===== config.mk =====
export PLATFORM = sky130hd
export DESIGN_NAME = cpu_test_monitor
export DESIGN_NICKNAME = d
export VERILOG_FILES = /design/src/rtl/cpu_test_monitor.sv
export SDC_FILE = /design/constraint.sdc
export NUM_CORES = 1
export LEC_CHECK = 0
export CAP_MARGIN = 20
export CORE_MARGIN = 2
export CORE_UTILIZATION = 46
export CTS_CLUSTER_SIZE = 10
export DETAILED_ROUTE_END_ITERATION = 6
export PLACE_DENSITY_LB_ADDON = 0.15
export SYNTH_ARGS = -nofsm -noshare
export SYNTH_HDL_FRONTEND = slang
export SYNTH_SLANG_ARGS = --single-unit

===== constraint.sdc =====
create_clock -name clk -period 6.3 [get_ports clk]
set_input_delay 1.89 -clock clk [delete_from_list [all_inputs] [get_ports clk]]
set_output_delay 1.89 -clock clk [all_outputs]
set_load 0.05 [all_outputs]

===== src/rtl/cpu_test_monitor.sv =====
// cpu_test_monitor: end-of-test monitor placed after the RV64I core.
// Watches the retire stream for the halt PC, waits a fixed drain window so
// in-flight writebacks reach x3 (gp), then latches a sticky verdict.
//
// Ports:
//   clk          - rising-edge clock
//   rst          - synchronous active-low reset
//   retire_valid - one instruction retired this cycle
//   retire_pc    - PC of the retiring instruction (qualified by retire_valid)
//   gp_value     - current architectural value of x3
//   done         - sticky, verdict available
//   pass         - sticky, halted with gp == 0
//   timeout      - sticky, cycle budget exhausted before halt
//   err_code     - gp latched at verdict time (0 on timeout)
//   cycle_count  - cycles spent in RUN and DRAIN (saturating)
//   retire_count - retires counted in RUN (saturating)
module cpu_test_monitor #(
  parameter logic [63:0] HALT_PC      = 64'h0000_0000_0000_001C,
  parameter int unsigned DRAIN_CYCLES = 4,
  parameter logic [31:0] MAX_CYCLES   = 32'd10000
) (
  input  logic        clk,
  input  logic        rst,
  input  logic        retire_valid,
  input  logic [63:0] retire_pc,
  input  logic [63:0] gp_value,
  output logic        done,
  output logic        pass,
  output logic        timeout,
  output logic [63:0] err_code,
  output logic [31:0] cycle_count,
  output logic [31:0] retire_count
);

  typedef enum logic [1:0] {
    S_RUN,
    S_DRAIN,
    S_DONE,
    S_TIMEOUT
  } state_t;

  state_t      state, state_n;
  logic [3:0]  drain_cnt, drain_cnt_n;
  logic        done_n, pass_n, timeout_n;
  logic [63:0] err_code_n;
  logic [31:0] cycle_count_n, retire_count_n;
  logic [31:0] cycle_inc, retire_inc;
  logic        at_limit;
  logic        halt_hit;

  assign cycle_inc  = (cycle_count == '1) ? cycle_count : cycle_count + 32'd1;
  assign retire_inc = (retire_count == '1) ? retire_count : retire_count + 32'd1;
  // The edge that would move cycle_count onto MAX_CYCLES is the timeout edge.
  assign at_limit   = (cycle_count == MAX_CYCLES - 32'd1);
  assign halt_hit   = retire_valid && (retire_pc == HALT_PC);

  always_comb begin
    state_n        = state;
    drain_cnt_n    = drain_cnt;
    done_n         = done;
    pass_n         = pass;
    timeout_n      = timeout;
    err_code_n     = err_code;
    cycle_count_n  = cycle_count;
    retire_count_n = retire_count;

    unique case (state)
      S_RUN: begin
        cycle_count_n = cycle_inc;
        if (retire_valid) retire_count_n = retire_inc;
        // Halt takes precedence over a coincident timeout edge.
        if (halt_hit) begin
          state_n     = S_DRAIN;
          drain_cnt_n = 4'(DRAIN_CYCLES);
        end else if (at_limit) begin
          state_n    = S_TIMEOUT;
          done_n     = 1'b1;
          timeout_n  = 1'b1;
          pass_n     = 1'b0;
          err_code_n = '0;
        end
      end
      S_DRAIN: begin
        cycle_count_n = cycle_inc;
        drain_cnt_n   = drain_cnt - 4'd1;
        // Drain completion takes precedence over a coincident timeout edge.
        if (drain_cnt == 4'd1) begin
          state_n    = S_DONE;
          done_n     = 1'b1;
          pass_n     = (gp_value == '0);
          err_code_n = gp_value;
        end else if (at_limit) begin
          state_n    = S_TIMEOUT;
          done_n     = 1'b1;
          timeout_n  = 1'b1;
          pass_n     = 1'b0;
          err_code_n = '0;
        end
      end
      default: begin
        // DONE and TIMEOUT are terminal; everything holds until reset.
      end
    endcase
  end

  always_ff @(posedge clk) begin
    if (!rst) begin
      state        <= S_RUN;
      drain_cnt    <= '0;
      done         <= 1'b0;
      pass         <= 1'b0;
      timeout      <= 1'b0;
      err_code     <= '0;
      cycle_count  <= '0;
      retire_count <= '0;
    end else begin
      state        <= state_n;
      drain_cnt    <= drain_cnt_n;
      done         <= done_n;
      pass         <= pass_n;
      timeout      <= timeout_n;
      err_code     <= err_code_n;
      cycle_count  <= cycle_count_n;
      retire_count <= retire_count_n;
    end
  end

endmodule


After elaboration in Yosys (flattened, before gate mapping). Index checks and enable logic that the tools add are counted.

$add $sub $neg: 3. $mul: 0. Div/mod/pow operators: 0. Magnitude comparators: 0. Equality and inequality tests: 9. Shift operators: 0. Muxes and demuxes: 22. Bitwise logic cells: 2. Reductions and logical operators: 10.

Operator list (count): 2-to-1 mux 64 bit (3); case mux 64 bit (2 select lines) (1); adder 32 x 1 -> 32 bit (second input constant) (2); == test 32 bit (second input constant) (2); == test 64 x 5 -> 1 bit (second input constant) (1); zero test 64 bit (1); == test 32 x 14 -> 1 bit (second input constant) (1); 2-to-1 mux 1 bit (9); case mux 4 bit (2 select lines) (1); 2-to-1 mux 2 bit (3); inequality test 2 bit (second input constant) (3); case mux 1 bit (2 select lines) (3); AND reduction 2 bit (3); AND reduction 3 bit (2); == test 4 x 1 -> 1 bit (second input constant) (1); 2-to-1 mux 4 bit (1); case mux 2 bit (2 select lines) (1); subtractor 4 x 1 -> 4 bit (second input constant) (1); == test 2 x 1 -> 1 bit (second input constant) (1); zero test 2 bit (1); inverter 1 bit (2); nonzero test 2 bit (1); OR reduction 2 bit (1); logical AND 1 bit (1).

Register bits: 137. Latch bits: 0. Bits in writable memories: 0. Memory bits (read-only): 0. Input port bits: 131. Output and inout bits: 131. Logic and storage cells: 54. Memories: 0.

Longest topological paths before layout.
Depth after elaboration: 4. Gate-level depth with buffers: 9. Depth with buffers taken out: 7.

Least setup slack after synthesis. Ideal clock, no wire load.

Path type: in2reg. Start point: in retire_pc[8]. End point: reg err_code[0]. Setup time: 76 ps. Arrival: 3391 ps. Required time: 6224 ps. Path slack: 2833 ps. Stages: 7. Path buffers: 2. Path through: or4_1 -> nor3_1 -> nand3b_1 -> and3b_1 -> buf_4 -> buf_6 -> o22ai_1.

Cells in the longest elaborated chain, start to end: 4.

RTL lines: start, declared (RTL line 25) `input logic [63:0] retire_pc,`; == test 64 x 5 -> 1 bit (RTL line 55) `assign halt_hit = retire_valid && (retire_pc == HALT_PC);`; logical AND 1 bit (RTL line 55); inequality test 2 bit (no line); AND reduction 2 bit (no line); end signal, assigned (RTL line 122) `err_code <= err_code_n;`; end, declared (RTL line 30) `output logic [63:0] err_code,`.

Every way passes these cells. A chain may end at the register's enable or synchronous reset.

Worst setup path after layout.
Start point: in retire_pc[8]. End point: reg err_code[4].

Same word-level chain as after synthesis.

==> impl_metrics.env <==
export IMPL_yosysUniqueCellTypes=51
export IMPL_numCtsBuffers=17
export IMPL_cp_slowest_stage_delay_ns=0.52
export IMPL_crit_fanout=66
export IMPL_cp_end_kind="register"
export IMPL_synth_edf_count=0
export IMPL_hold_class="reg -> reg"
export IMPL_viasPerCell=5.396
export IMPL_crit_slowest_cell="or4_1"
export IMPL_io_pins=262
export IMPL_power_mw=2.085
export IMPL_p_per_area_mw_per_mm2=221.9
export IMPL_wirelength_um=18690
export IMPL_synthArstFlopShare_pct=0
export IMPL_clk_insertion_delay_late_ns=0.41
export IMPL_hold_violations=0
export IMPL_ys_ff_latch=137
export IMPL_timing_final_crit_period_ns=3.957
export IMPL_final_util_pct=71.83
export IMPL_holdWs_ns=0.4631
export IMPL_grt_usage_pct=26.02
export IMPL_dieWidth_um=119.1
export IMPL_postCtsHoldBufs=0
export IMPL_worstMarginPinSlew_ns=0.8749
export IMPL_grt_max_degree=82
export IMPL_dr_wl_met2_um=8986
export IMPL_highest_layer="met4"
export IMPL_grt_ovfl_total=0
export IMPL_worstPathCellList="clkdlybuf4s50_1 > or4_1 > nor3_1 > nand3b_1 > and3b_2 > buf_4 > o22ai_1"
export IMPL_path_delay_family="simple AND/OR/NAND/NOR gates"
export IMPL_post_cts_setup_buffers=0
export IMPL_fmax_ghz=0.2527
export IMPL_die_h_um=119.1
export IMPL_grt_pass1_wl_um=29990
export IMPL_syn_num_nets=888
export IMPL_final_max_slew_viol_count=0
export IMPL_vias=6389
export IMPL_leakagePower_nw=3.191
export IMPL_synth_cells=753
export IMPL_dp_cells=1153
export IMPL_path_buf_inv=2
export IMPL_finalClockSkew_ns=0.009422
export IMPL_rows=42
export IMPL_cts_reportedPaths_clkPinSlew_ns=0.06
export IMPL_wl_met1_um=8049
export IMPL_critPathRequiredTime_ns=6.62
export IMPL_setup_tns_ns=0
export IMPL_avgSynthCellArea_um2=8.090
export IMPL_setup_viol=0
export IMPL_wl_per_cell_um=15.78
export IMPL_dr_wl_met3_um=1175
export IMPL_relSlewSlack_pct=41.59
export IMPL_rsz0062_at_grt="no"
export IMPL_firstDrtPassIters=5
export IMPL_syn2layout_area_growth_pct=54.28
export IMPL_syn_cell_area_mm2=0.006092
export IMPL_ir_worst_vdd_mv=0.1712
export IMPL_cts_resized=0
export IMPL_drive_gt1_share_pct=4.563
export IMPL_core_mm2=0.01309
export IMPL_ant_nets=0
export IMPL_drt_iter0_drc=419
export IMPL_die_area_mm2=0.01418
export IMPL_drc=0
export IMPL_grt_pass1_vias=6109
export IMPL_yosys_warnings=0
export IMPL_h_tree_depth=4
export IMPL_clkSinkCount=137
export IMPL_final_cells=1184
export IMPL_start_util_pct=46.56
export IMPL_hpwl_um=13230
export IMPL_gp_congestion=0.8402
export IMPL_status="complete, no violations"
export IMPL_cp_start_kind="primary input"
export IMPL_cts_tree="yes"
export IMPL_finalNetCount=1131
export IMPL_setup_worst_path_class="in -> reg"
export IMPL_diodes=0
export IMPL_ys_seq_area_share_pct=45.02
export IMPL_antenna_found_initial=0
export IMPL_cts_max_path_buffers=2
export IMPL_synth_ff_type="dfxtp_1"
export IMPL_cts_root_buf="clkbuf_16"
export IMPL_maxCapViolations=0
export IMPL_crit_arrival_ns=4.27
export IMPL_port_buffers=261
export IMPL_post_route_period_util_pct=62.80
==> cells in the mapped netlist (2+ instances only) <==
| cell type | count | area, µm² |
|---|---|---|
| nor4b_1 | 2 | 17.52 |
| nand3b_1 | 2 | 15.01 |
| nand3_1 | 30 | 150.1 |
| nor3b_1 | 3 | 22.52 |
| dfxtp_1 | 137 | 2743 |
| clkbuf_1 | 31 | 116.4 |
| o22ai_1 | 64 | 400.4 |
| or2_2 | 3 | 18.77 |
| inv_1 | 10 | 37.54 |
| o21ai_0 | 13 | 65.06 |
| nand2_1 | 157 | 589.3 |
| nand4b_1 | 3 | 26.28 |
| mux2i_1 | 2 | 20.02 |
| xor2_1 | 25 | 219.0 |
| or4_1 | 4 | 30.03 |
| or3_1 | 9 | 56.30 |
| a21oi_1 | 15 | 75.07 |
| o21a_1 | 2 | 15.01 |
| o2111ai_1 | 2 | 17.52 |
| ha_1 | 4 | 50.05 |
| buf_6 | 4 | 45.04 |
| nor4bb_1 | 3 | 30.03 |
| o211a_1 | 2 | 20.02 |
| nor4_1 | 42 | 262.8 |
| xnor2_1 | 26 | 227.7 |
| buf_2 | 5 | 25.02 |
| nand4_1 | 26 | 162.7 |
| nor2_1 | 75 | 281.5 |
| and3_1 | 6 | 37.54 |
| nor3_1 | 21 | 105.1 |
| nand2b_1 | 2 | 12.51 |
| and4_1 | 4 | 35.03 |
==> registers in the layout, summed over array words and instances, names as in the netlist <==
name          flops
done              1
err_code         64
cycle_count      32
retire_count     32
timeout           1
pass              1
state             2
drain_cnt         4
==> kinds of logic after synthesis <==
group,synth area share (%)
XOR/XNOR,7.332
AO/OA/AOI/OAI,10.60
adder cells (fa/ha/maj),0.8216
multiplexers,0.3286
AND/OR/NAND/NOR,32.04
buffers and inverters,3.861
flip-flops,45.02
==> per-stage QoR <==
step / worst slack, ns / area [µm²]
floorplan: 2.833 / 6092
CTS: 2.369 / 9399
finish: 2.343 / 9399
global placement: 2.026 / 8768
global route: 2.152 / 9399
detailed placement: 1.960 / 8768
==> final timing paths <==
check	startpoint	end	slack [ns]	cells past startpoint
hold reg to reg	err_code[10]$_SDFFE_PN0P_	err_code[10]$_SDFFE_PN0P_	0.46	2
setup reg to reg	cycle_count[14]$_SDFFE_PN0P_	err_code[4]$_SDFFE_PN0P_	3.45	7
hold / removal	err_code[10]$_SDFFE_PN0P_	err_code[10]$_SDFFE_PN0P_	0.46	2
setup / recovery	retire_pc[8]	err_code[4]$_SDFFE_PN0P_	2.34	7
==> worst reg2reg max path, stage by stage, from the launching register on <==
cell,delay [ns]
dfxtp_1,0.37
or4b_1,0.57
nor4_1,0.37
nand4b_1,0.24
nand2_1,0.15
and3b_2,0.18
buf_4,0.54
o22ai_1,0.26
==> metal layers <==
metal  vias up  track usage, %
met4         0           10.49
met3        37           5.364
met1      2941           33.27
met2       248           42.92
met5         -               0
li1       3163               -
==> placed cells by master (no fill, tap or decap), types with 25 or more instances in the layout <==
cell             synthesis  routed
xnor2_1                 26      26
nand2_1                157     157
nor4_1                  42      42
o22ai_1                 64      64
nand3_1                 30      29
dfxtp_1                137     137
xor2_1                  25      25
nand4_1                 26      26
clkdlybuf4s50_1          0     260
nor2_1                  75      75
==> cell type report <==
type / count / area (µm²)
fill: 1014 / 3686
multi-input combinational: 564 / 3120
sequential: 137 / 2743
timing repair buffer: 266 / 2648
clock buffer: 24 / 491.7
tap: 176 / 220.2
clock inverter: 7 / 138.9
inverter: 10 / 37.54
==> where the power goes <==
group          internal, mW  total (mW)  switching, mW  leakage [nW]
combinational        0.0896       0.154         0.0645          1.78
clock                 0.702        1.06          0.354         0.310
sequential            0.870       0.875        0.00515          1.10
No activity file was read; power rests on OpenSTA's default activity.
